### src/rtl/alien_fleet_controller.sv
// Formation position generator for the 3x5 alien fleet: steps the shared origin
// once every FRAME_DIV vsync falls, drops and reverses at screen edges, halts on invasion.
module alien_fleet_controller #(
  parameter int ALIEN_W   = 32,
  parameter int ALIEN_H   = 24,
  parameter int GAP_X     = 16,
  parameter int GAP_Y     = 16,
  parameter int START_X   = 64,
  parameter int START_Y   = 40,
  parameter int STEP_X    = 4,
  parameter int DROP_Y    = 12,
  parameter int FRAME_DIV = 8,
  parameter int X_MIN     = 0,
  parameter int X_MAX     = 639,
  parameter int Y_LIMIT   = 400
) (
  input  logic       pixel_clk,
  input  logic       Reset,
  input  logic       vs,
  input  logic       enable,
  output logic [9:0] AlienX      [15],
  output logic [9:0] AlienY      [15],
  output logic [9:0] Alien_sizeX [15],
  output logic [9:0] Alien_sizeY [15],
  output logic       step_pulse,
  output logic       Invaded
);

  // state  | meaning
  // MOVE_R | fleet stepping right, drops and turns left at right bound
  // MOVE_L | fleet stepping left, drops and turns right at left bound
  // HALT   | invasion line reached, frozen until Reset

  localparam int FLEET_W = 5 * ALIEN_W + 4 * GAP_X;
  localparam int FLEET_H = 3 * ALIEN_H + 2 * GAP_Y;
  localparam int CNT_W   = (FRAME_DIV > 1) ? $clog2(FRAME_DIV) : 1;

  typedef enum logic [1:0] {MOVE_R, MOVE_L, HALT} state_e;

  state_e           state_q, state_d;
  logic [9:0]       origin_x_q, origin_x_d;
  logic [9:0]       origin_y_q, origin_y_d;
  logic [CNT_W-1:0] cnt_q, cnt_d;
  logic             vs_q, armed_q, frame_tick_q;
  logic             step_pulse_q, invaded_q, invaded_d;

  logic [10:0] ox_w, right_sum, y_drop;
  logic        hit_right, hit_left, invade, cnt_last, do_step;

  assign ox_w      = {1'b0, origin_x_q};
  assign right_sum = ox_w + 11'(FLEET_W + STEP_X);
  assign hit_right = right_sum > 11'(X_MAX + 1);
  assign hit_left  = ox_w < 11'(X_MIN + STEP_X);
  assign y_drop    = {1'b0, origin_y_q} + 11'(DROP_Y);
  assign invade    = (y_drop + 11'(FLEET_H)) >= 11'(Y_LIMIT);
  assign cnt_last  = (cnt_q == CNT_W'(FRAME_DIV - 1));
  assign do_step   = frame_tick_q & enable & cnt_last & (state_q != HALT);

  always_comb begin
    state_d    = state_q;
    origin_x_d = origin_x_q;
    origin_y_d = origin_y_q;
    invaded_d  = invaded_q;
    cnt_d      = cnt_q;
    if (frame_tick_q && enable) begin
      cnt_d = cnt_last ? '0 : cnt_q + 1'b1;
    end
    if (do_step) begin
      case (state_q)
        MOVE_R: begin
          if (hit_right) begin
            origin_y_d = y_drop[9:0];
            state_d    = MOVE_L;
          end else begin
            origin_x_d = origin_x_q + 10'(STEP_X);
          end
        end
        MOVE_L: begin
          if (hit_left) begin
            origin_y_d = y_drop[9:0];
            state_d    = MOVE_R;
          end else begin
            origin_x_d = origin_x_q - 10'(STEP_X);
          end
        end
        default: ;
      endcase
      // the drop itself is kept even when it lands on the invasion line
      if (((state_q == MOVE_R) && hit_right) || ((state_q == MOVE_L) && hit_left)) begin
        if (invade) begin
          state_d   = HALT;
          invaded_d = 1'b1;
        end
      end
    end
  end

  // armed_q blocks a tick when vs is already low as Reset releases
  always_ff @(posedge pixel_clk or posedge Reset) begin
    if (Reset) begin
      vs_q         <= 1'b1;
      armed_q      <= 1'b0;
      frame_tick_q <= 1'b0;
      cnt_q        <= '0;
      state_q      <= MOVE_R;
      origin_x_q   <= 10'(START_X);
      origin_y_q   <= 10'(START_Y);
      step_pulse_q <= 1'b0;
      invaded_q    <= 1'b0;
    end else begin
      vs_q         <= vs;
      armed_q      <= armed_q | vs;
      frame_tick_q <= vs_q & ~vs & armed_q;
      cnt_q        <= cnt_d;
      state_q      <= state_d;
      origin_x_q   <= origin_x_d;
      origin_y_q   <= origin_y_d;
      step_pulse_q <= do_step;
      invaded_q    <= invaded_d;
    end
  end

  assign step_pulse = step_pulse_q;
  assign Invaded    = invaded_q;

  for (genvar i = 0; i < 15; i++) begin : g_alien
    localparam int COL = i % 5;
    localparam int ROW = i / 5;
    assign AlienX[i]      = origin_x_q + 10'(COL * (ALIEN_W + GAP_X));
    assign AlienY[i]      = origin_y_q + 10'(ROW * (ALIEN_H + GAP_Y));
    assign Alien_sizeX[i] = 10'(ALIEN_W);
    assign Alien_sizeY[i] = 10'(ALIEN_H);
  end

endmodule

### config.mk
export PLATFORM = sky130hd
export DESIGN_NAME = alien_fleet_controller
export DESIGN_NICKNAME = d
export VERILOG_FILES = /design/src/rtl/alien_fleet_controller.sv
export SDC_FILE = /design/constraint.sdc
export NUM_CORES = 1
export LEC_CHECK = 0
export ABC_CLOCK_PERIOD_IN_PS = 5170
export CAP_MARGIN = 20
export CELL_PAD_IN_SITES_DETAIL_PLACEMENT = 1
export CELL_PAD_IN_SITES_GLOBAL_PLACEMENT = 1
export CORE_AREA = 3 3 234 236
export DETAILED_ROUTE_END_ITERATION = 7
export DIE_AREA = 0 0 237 239
export PLACE_DENSITY_LB_ADDON = 0.1
export SLEW_MARGIN = 0
export SYNTH_ARGS = -nofsm -noshare
export SYNTH_HDL_FRONTEND = slang
export SYNTH_SLANG_ARGS = --single-unit
### constraint.sdc
create_clock -name pixel_clk -period 5.17 [get_ports pixel_clk]
set_input_delay 1.034 -clock pixel_clk [delete_from_list [all_inputs] [get_ports pixel_clk]]
set_output_delay 1.034 -clock pixel_clk [all_outputs]
set_load 0.03 [all_outputs]
==> results.json, run 1 <==
{
  "status": "completed",
  "critical_path.max_stage_delay_ps": 770,
  "final_cell_area_mm2": 0.00699,
  "ant_nets": 0,
  "dr.pass1.iters": 4,
  "initial_core_util_pct": 12.2,
  "setup_tns_ps": 0,
  "post-route-min-period_ps": 4000,
  "cp_cell_sequence": "inv_1 > ha_1 > nor2_1 > xor2_1 > clkdlybuf4s50_1",
  "io_buffer_count": 245,
  "placementRows": 84,
  "critPathMaxFanout": 15,
  "max-slew-margin-rel_pct": 47.7,
  "h-tree-depth": 1,
  "cts_tree": "done",
  "clock_path_buffers": 2,
  "cp-end-kind": "output port",
  "clk_pin_slew_worst_paths_ps": 80,
  "post-place-cells": 1536,
  "drv_cap": 0,
  "ios": 606,
  "final_nets": 880,
  "antennaDiodeCount": 0,
  "cts_setup_buffers": 0,
  "hp-class": "reg -> reg",
  "synth-seq-cells": 26,
  "cp_slowest_cell": "dfstp_2",
  "setup_violations": 0,
  "drcViolationCount": 0,
  "dp_hpwl_um": 16900,
  "yosysWarnings": 0,
  "p_leak_nw": 3.16,
  "syn_area_mm2": 0.00641,
  "grt_max_degree": 27,
  "peakVddDrop_mv": 0.124,
  "clock_latency_ps": 280,
  "synthTopCellsByCount": "buf_4 (553), xnor2_1 (35), ha_1 (23), dfrtp_1 (22), inv_1 (21)",
  "cts_buffers": 3,
  "ys_types": 55,
  "area_growth_pct": 9.16,
  "synth_top_area_share_pct": 64.8,
  "fmax_mhz": 250,
  "rsz0062_at_grt": "no",
  "crit_type": "reg -> out",
  "arrival_ps": 2960,
  "fin_cells": 1540,
  "first_iter_violations": 96,
  "cp-start-kind": "flop",
  "syn_avg_cell_area_um2": 7.97,
  "drive_above_1_share_pct": 3.05,
  "cts-resized-gates": 0,
  "die_area_mm2": 0.0566,
  "hold_buffers": 0,
  "vias": 3725,
  "via_per_inst": 2.42,
  "grtUsageTotal_pct": 6.15,
  "regArea_um2": 656,
  "hold_viol_final": 0,
  "maxSlewViolCount": 0,
  "gp_congestion": 0.613,
  "worstMarginPinSlew_ps": 784,
  "routed_wl_um": 19900,
  "crit_required_ps": 4140,
  "die_w_um": 237,
  "power.density_mw_per_mm2": 277,
  "synthCells": 804,
  "grt_pass1_wl_um": 26600,
  "timing.final.crit_share_pct": 77.3,
  "routedWlPerCell_um": 12.9,
  "grt_pass1_vias": 3705,
  "synthTopCellsByArea": "buf_4 (65%), dfrtp_1 (8.6%), xnor2_1 (4.8%), ha_1 (4.5%), dfstp_2 (1.6%)",
  "ys.flop_type": "dfrtp_1",
  "die_h_um": 239,
  "cts_sinks": 26,
  "placed_area_mm2": 0.00689,
  "ys_seq_area_share_pct": 10.2,
  "multi_input_area_mm2": 0.00281,
  "synth_largest_area_cell": "buf_4",
  "async_reset_ff_share_pct": 100,
  "n_fill_cell": 6356,
  "core_area_mm2": 0.0527,
  "hold_slack_ps": 469,
  "grt_overflow": 0,
  "synth-edff-count": 0,
  "cts_root_buf": "clkbuf_16",
  "yosysMostFrequentCell": "buf_4",
  "antenna_found_initial": 0,
  "skew_ps": 6.16
}
cell type report:
cell class	instances	share of cell area, %
tap	688	12.3
multi-input combinational	552	40.2
sequential	26	9.37
clock buffer	3	1.07
timing repair buffer	249	35.5
clock inverter	1	0.429
inverter	21	1.13
metrics by stage:
step	setup slack [ps]	total power [W]	util (%)
after floorplan	1760	0.00163	-
after global placement	1450	0.00172	13.1
after detailed placement	1370	0.00171	13.1
after CTS	1020	0.00197	13.3
after global routing	930	0.00205	13.3
final	1170	0.00194	13.3
registers in the layout, indices dropped and copies added, names as in the netlist:
name,count
state_q,2
cnt_q,3
Invaded,1
vs_q,1
origin_x_q,8
armed_q,1
step_pulse,1
frame_tick_q,1
origin_y_q,8
path summary, 6_finish.rpt:
path	from	end	slack (ps)	depth (start not counted)
max	origin_x_q[6]	AlienX[79]	1170	5
min	Invaded	Invaded	470	1
max reg2reg	origin_x_q[3]	origin_x_q[4]	1900	8
min reg2reg	Invaded	Invaded	470	1
max in group asynchronous	Reset	origin_x_q[6]	3670	3
min in group asynchronous	Reset	origin_y_q[6]	1150	3
critical path: cells and delay by family (launching register included):
| kind | cells | cell delay [ps] |
|---|---|---|
| simple gates | 1 | 170 |
| xor+xnor | 1 | 340 |
| fa+ha+maj | 1 | 370 |
| flops | 1 | 770 |
| buf+inv | 2 | 1030 |
kinds of logic (layout without fill, tap and decap cells):
group / Yosys count / after routing / synth area share, %
flops: 26 / 26 / 10.2
compound gates: 43 / 43 / 5.21
xor+xnor: 44 / 44 / 6.01
mux: 6 / 6 / 0.976
simple gates: 76 / 76 / 6.09
fa+ha+maj: 23 / 23 / 4.49
buf+inv: 584 / 274 / 66.9
other cells: 2 / 360 / 0.117
layer usage:
metal  part of all wire, %  GRT usage [%]  vias to the layer above
li1                      -              -                     1708
met2                    57           12.2                      251
met4                  0.30          0.550                        0
met3                   9.4           2.25                        2
met1                    34           6.35                     1764
met5                     0              0                        -
cell usage in the layout (no fill, tap or decap), types with 3 or more instances in the layout:
cell / count
clkdlybuf4s50_1: 245
o211ai_1: 3
nor2_1: 16
inv_1: 21
xor2_1: 9
nand2_1: 19
nor3_1: 9
mux2i_1: 4
and2_1: 3
xnor2_1: 35
o21ai_0: 8
conb_1: 360
dfrtp_1: 22
a21oi_1: 8
dfstp_2: 4
ha_1: 23
nand4_1: 5
buf_4: 4
nand2b_1: 4
nand3_1: 4
clkbuf_16: 3
power breakdown:
part / internal [W] / switching (W) / leakage [nW]
Clock: 0.000155 / 0.0000956 / 0.0511
Sequential: 0.000225 / 0.0000630 / 0.318
Combinational: 0.000397 / 0.00100 / 2.79
Note: power is estimated with default switching activity, not from simulation.
==> run 2: changes to the inputs <==
--- a/config.mk
+++ b/config.mk
@@ -5,13 +5,13 @@
 export SDC_FILE = /design/constraint.sdc
 export NUM_CORES = 1
 export LEC_CHECK = 0
-export ABC_CLOCK_PERIOD_IN_PS = 5170
+export ABC_CLOCK_PERIOD_IN_PS = 3900
 export CAP_MARGIN = 20
 export CELL_PAD_IN_SITES_DETAIL_PLACEMENT = 1
 export CELL_PAD_IN_SITES_GLOBAL_PLACEMENT = 1
-export CORE_AREA = 3 3 234 236
+export CORE_AREA = 3 3 238 240
 export DETAILED_ROUTE_END_ITERATION = 7
-export DIE_AREA = 0 0 237 239
+export DIE_AREA = 0 0 241 243
 export PLACE_DENSITY_LB_ADDON = 0.1
 export SLEW_MARGIN = 0
 export SYNTH_ARGS = -nofsm -noshare
==> constraint.sdc (replaced) <==
create_clock -name pixel_clk -period 3.9 [get_ports pixel_clk]
set_input_delay 0.78 -clock pixel_clk [delete_from_list [all_inputs] [get_ports pixel_clk]]
set_output_delay 0.78 -clock pixel_clk [all_outputs]
set_load 0.03 [all_outputs]
==> run 2 against run 1 <==
  * Largest power group unchanged
  * Non-clock buffer count rose by 5
  * Routed wire length is 3.5% lower
  * Register-to-register slack lost 1000 ps
  * Via count grew 1.7%
  * Critical path type unchanged
  * Total power is 33% higher
  * Worst setup slack lost 800 ps
  * Highest routed layer unchanged
  * Combinational power up 36%
  * Sequential power increased by 22%
  * Flip-flop and latch count stayed put
==> results.json, run 2 (synthesis results as in run 1) <==
{
  "cts_buffers": 3,
  "post-place-cells": 1557,
  "crit_end": "AlienY[97]",
  "grt_pass1_vias": 3730,
  "dp_hpwl_um": 16200,
  "final_cell_mix": "conb_1 (360), clkdlybuf4s50_1 (245), xnor2_1 (35), ha_1 (23), dfrtp_1 (22)",
  "power_w": 0.00257,
  "fin_cells": 1561,
  "ant_nets": 0,
  "vias": 3787,
  "clk_pin_slew_worst_paths_ps": 80,
  "maxSlewViolCount": 0,
  "arrival_ps": 2750,
  "via_per_inst": 2.43,
  "skew_ps": 12.0,
  "clock_latency_ps": 280,
  "placementRows": 86,
  "grtUsageTotal_pct": 5.72,
  "die_area_mm2": 0.0586,
  "final_nets": 885,
  "post-route-min-period_ps": 3530,
  "critPathMaxFanout": 12,
  "grt_overflow": 0,
  "setup_tns_ps": 0,
  "max-slew-margin-rel_pct": 47.7,
  "n_fill_cell": 6660,
  "grt_max_degree": 27,
  "routedWlPerCell_um": 12.3,
  "cts_sinks": 26,
  "hold_buffers": 0,
  "io_buffer_count": 245,
  "reg2reg_depth": 9,
  "ios": 606,
  "clock_path_buffers": 2,
  "grt_pass1_wl_um": 25700,
  "dr.pass1.iters": 3,
  "h-tree-depth": 1,
  "layout_commonest_cell": "conb_1",
  "crit_type": "reg -> out",
  "gp_congestion": 0.638,
  "drv_cap": 0,
  "p_leak_nw": 3.19,
  "crit_required_ps": 3120,
  "fmax_mhz": 283,
  "antennaDiodeCount": 0,
  "rrSetupSlack_ps": 850,
  "drcViolationCount": 0,
  "status": "completed",
  "die_w_um": 241,
  "antenna_found_initial": 0,
  "cts_setup_buffers": 0,
  "cp-startpoint": "origin_y_q[4]",
  "r2r-start": "origin_y_q[3]",
  "cp-start-kind": "flop",
  "hold_viol_final": 0,
  "setup_violations": 0,
  "reg2reg_to": "state_q[1]",
  "power.density_mw_per_mm2": 365,
  "routed_wl_um": 19200,
  "dp_slack_ps": 552,
  "area_growth_pct": 10.1,
  "hp-class": "reg -> reg",
  "die_h_um": 243,
  "setup_slack_ps": 370,
  "rsz0062_at_grt": "no",
  "drive_above_1_share_pct": 3.62,
  "reg_top3": "origin_x_q x8, origin_y_q x8, cnt_q x3",
  "first_iter_violations": 42,
  "cp-end-kind": "output port",
  "worstMarginPinSlew_ps": 785,
  "timing.final.crit_share_pct": 90.5,
  "core_area_mm2": 0.0549,
  "initial_core_util_pct": 11.7,
  "cts_tree": "done",
  "cts_root_buf": "clkbuf_16",
  "peakVddDrop_mv": 0.187,
  "post-route-util_pct": 12.9,
  "cts-resized-gates": 0
}
-- run 2: changes by cell type in the layout (fill, tap and decap cells not counted), sizes merged --
cell  change
buf       +5
-- run 2: critical path, stage by stage, from the launching register on --
cell             delay [ps]
dfrtp_1                 710
ha_1                    410
o21ai_0                 150
xnor2_1                 430
clkdlybuf4s50_1         760
-- run 2: layout make-up --
cell class	instances	area [um^2]	area share [%]
Clock buffer	3	75.1	1.06
Tap cell	704	881	12.5
Sequential cell	26	656	9.30
Timing Repair Buffer	254	2520	35.7
Multi-Input combinational cell	552	2810	39.9
Clock inverter	1	30.0	0.426
Inverter	21	78.8	1.12
-- run 2: how the worst min path moves through the flow --
stage               cells after the start  slack [ps]  startpoint  endpoint
floorplan                               1         440     armed_q   armed_q
global placement                        1         460     armed_q   armed_q
detailed placement                      1         450     armed_q   armed_q
CTS                                     1         480     armed_q   armed_q
global route                            1         490     armed_q   armed_q
finish                                  1         470     armed_q   armed_q
-- run 2: through the flow --
step,instance area (um^2),hold slack (ps)
global placement,6950,461
CTS,7050,476
detailed placement,6950,454
floorplan,7750,437
global route,7050,494
finish,7050,472
-- run 2: layer usage --
metal,up-vias,global-route usage [%],routed length (um)
met3,5,1.40,1660
met2,249,11.2,10500
met5,-,0,0
met4,0,0.738,93
met1,1816,6.27,6930
li1,1717,-,-
-- run 2: power breakdown --
group / internal [W] / switching [W] / total [W]
sequential: 0.000299 / 0.0000514 / 0.000351
combinational: 0.000542 / 0.00136 / 0.00190
clock: 0.000205 / 0.000119 / 0.000324
total: 0.00105 / 0.00153 / 0.00257
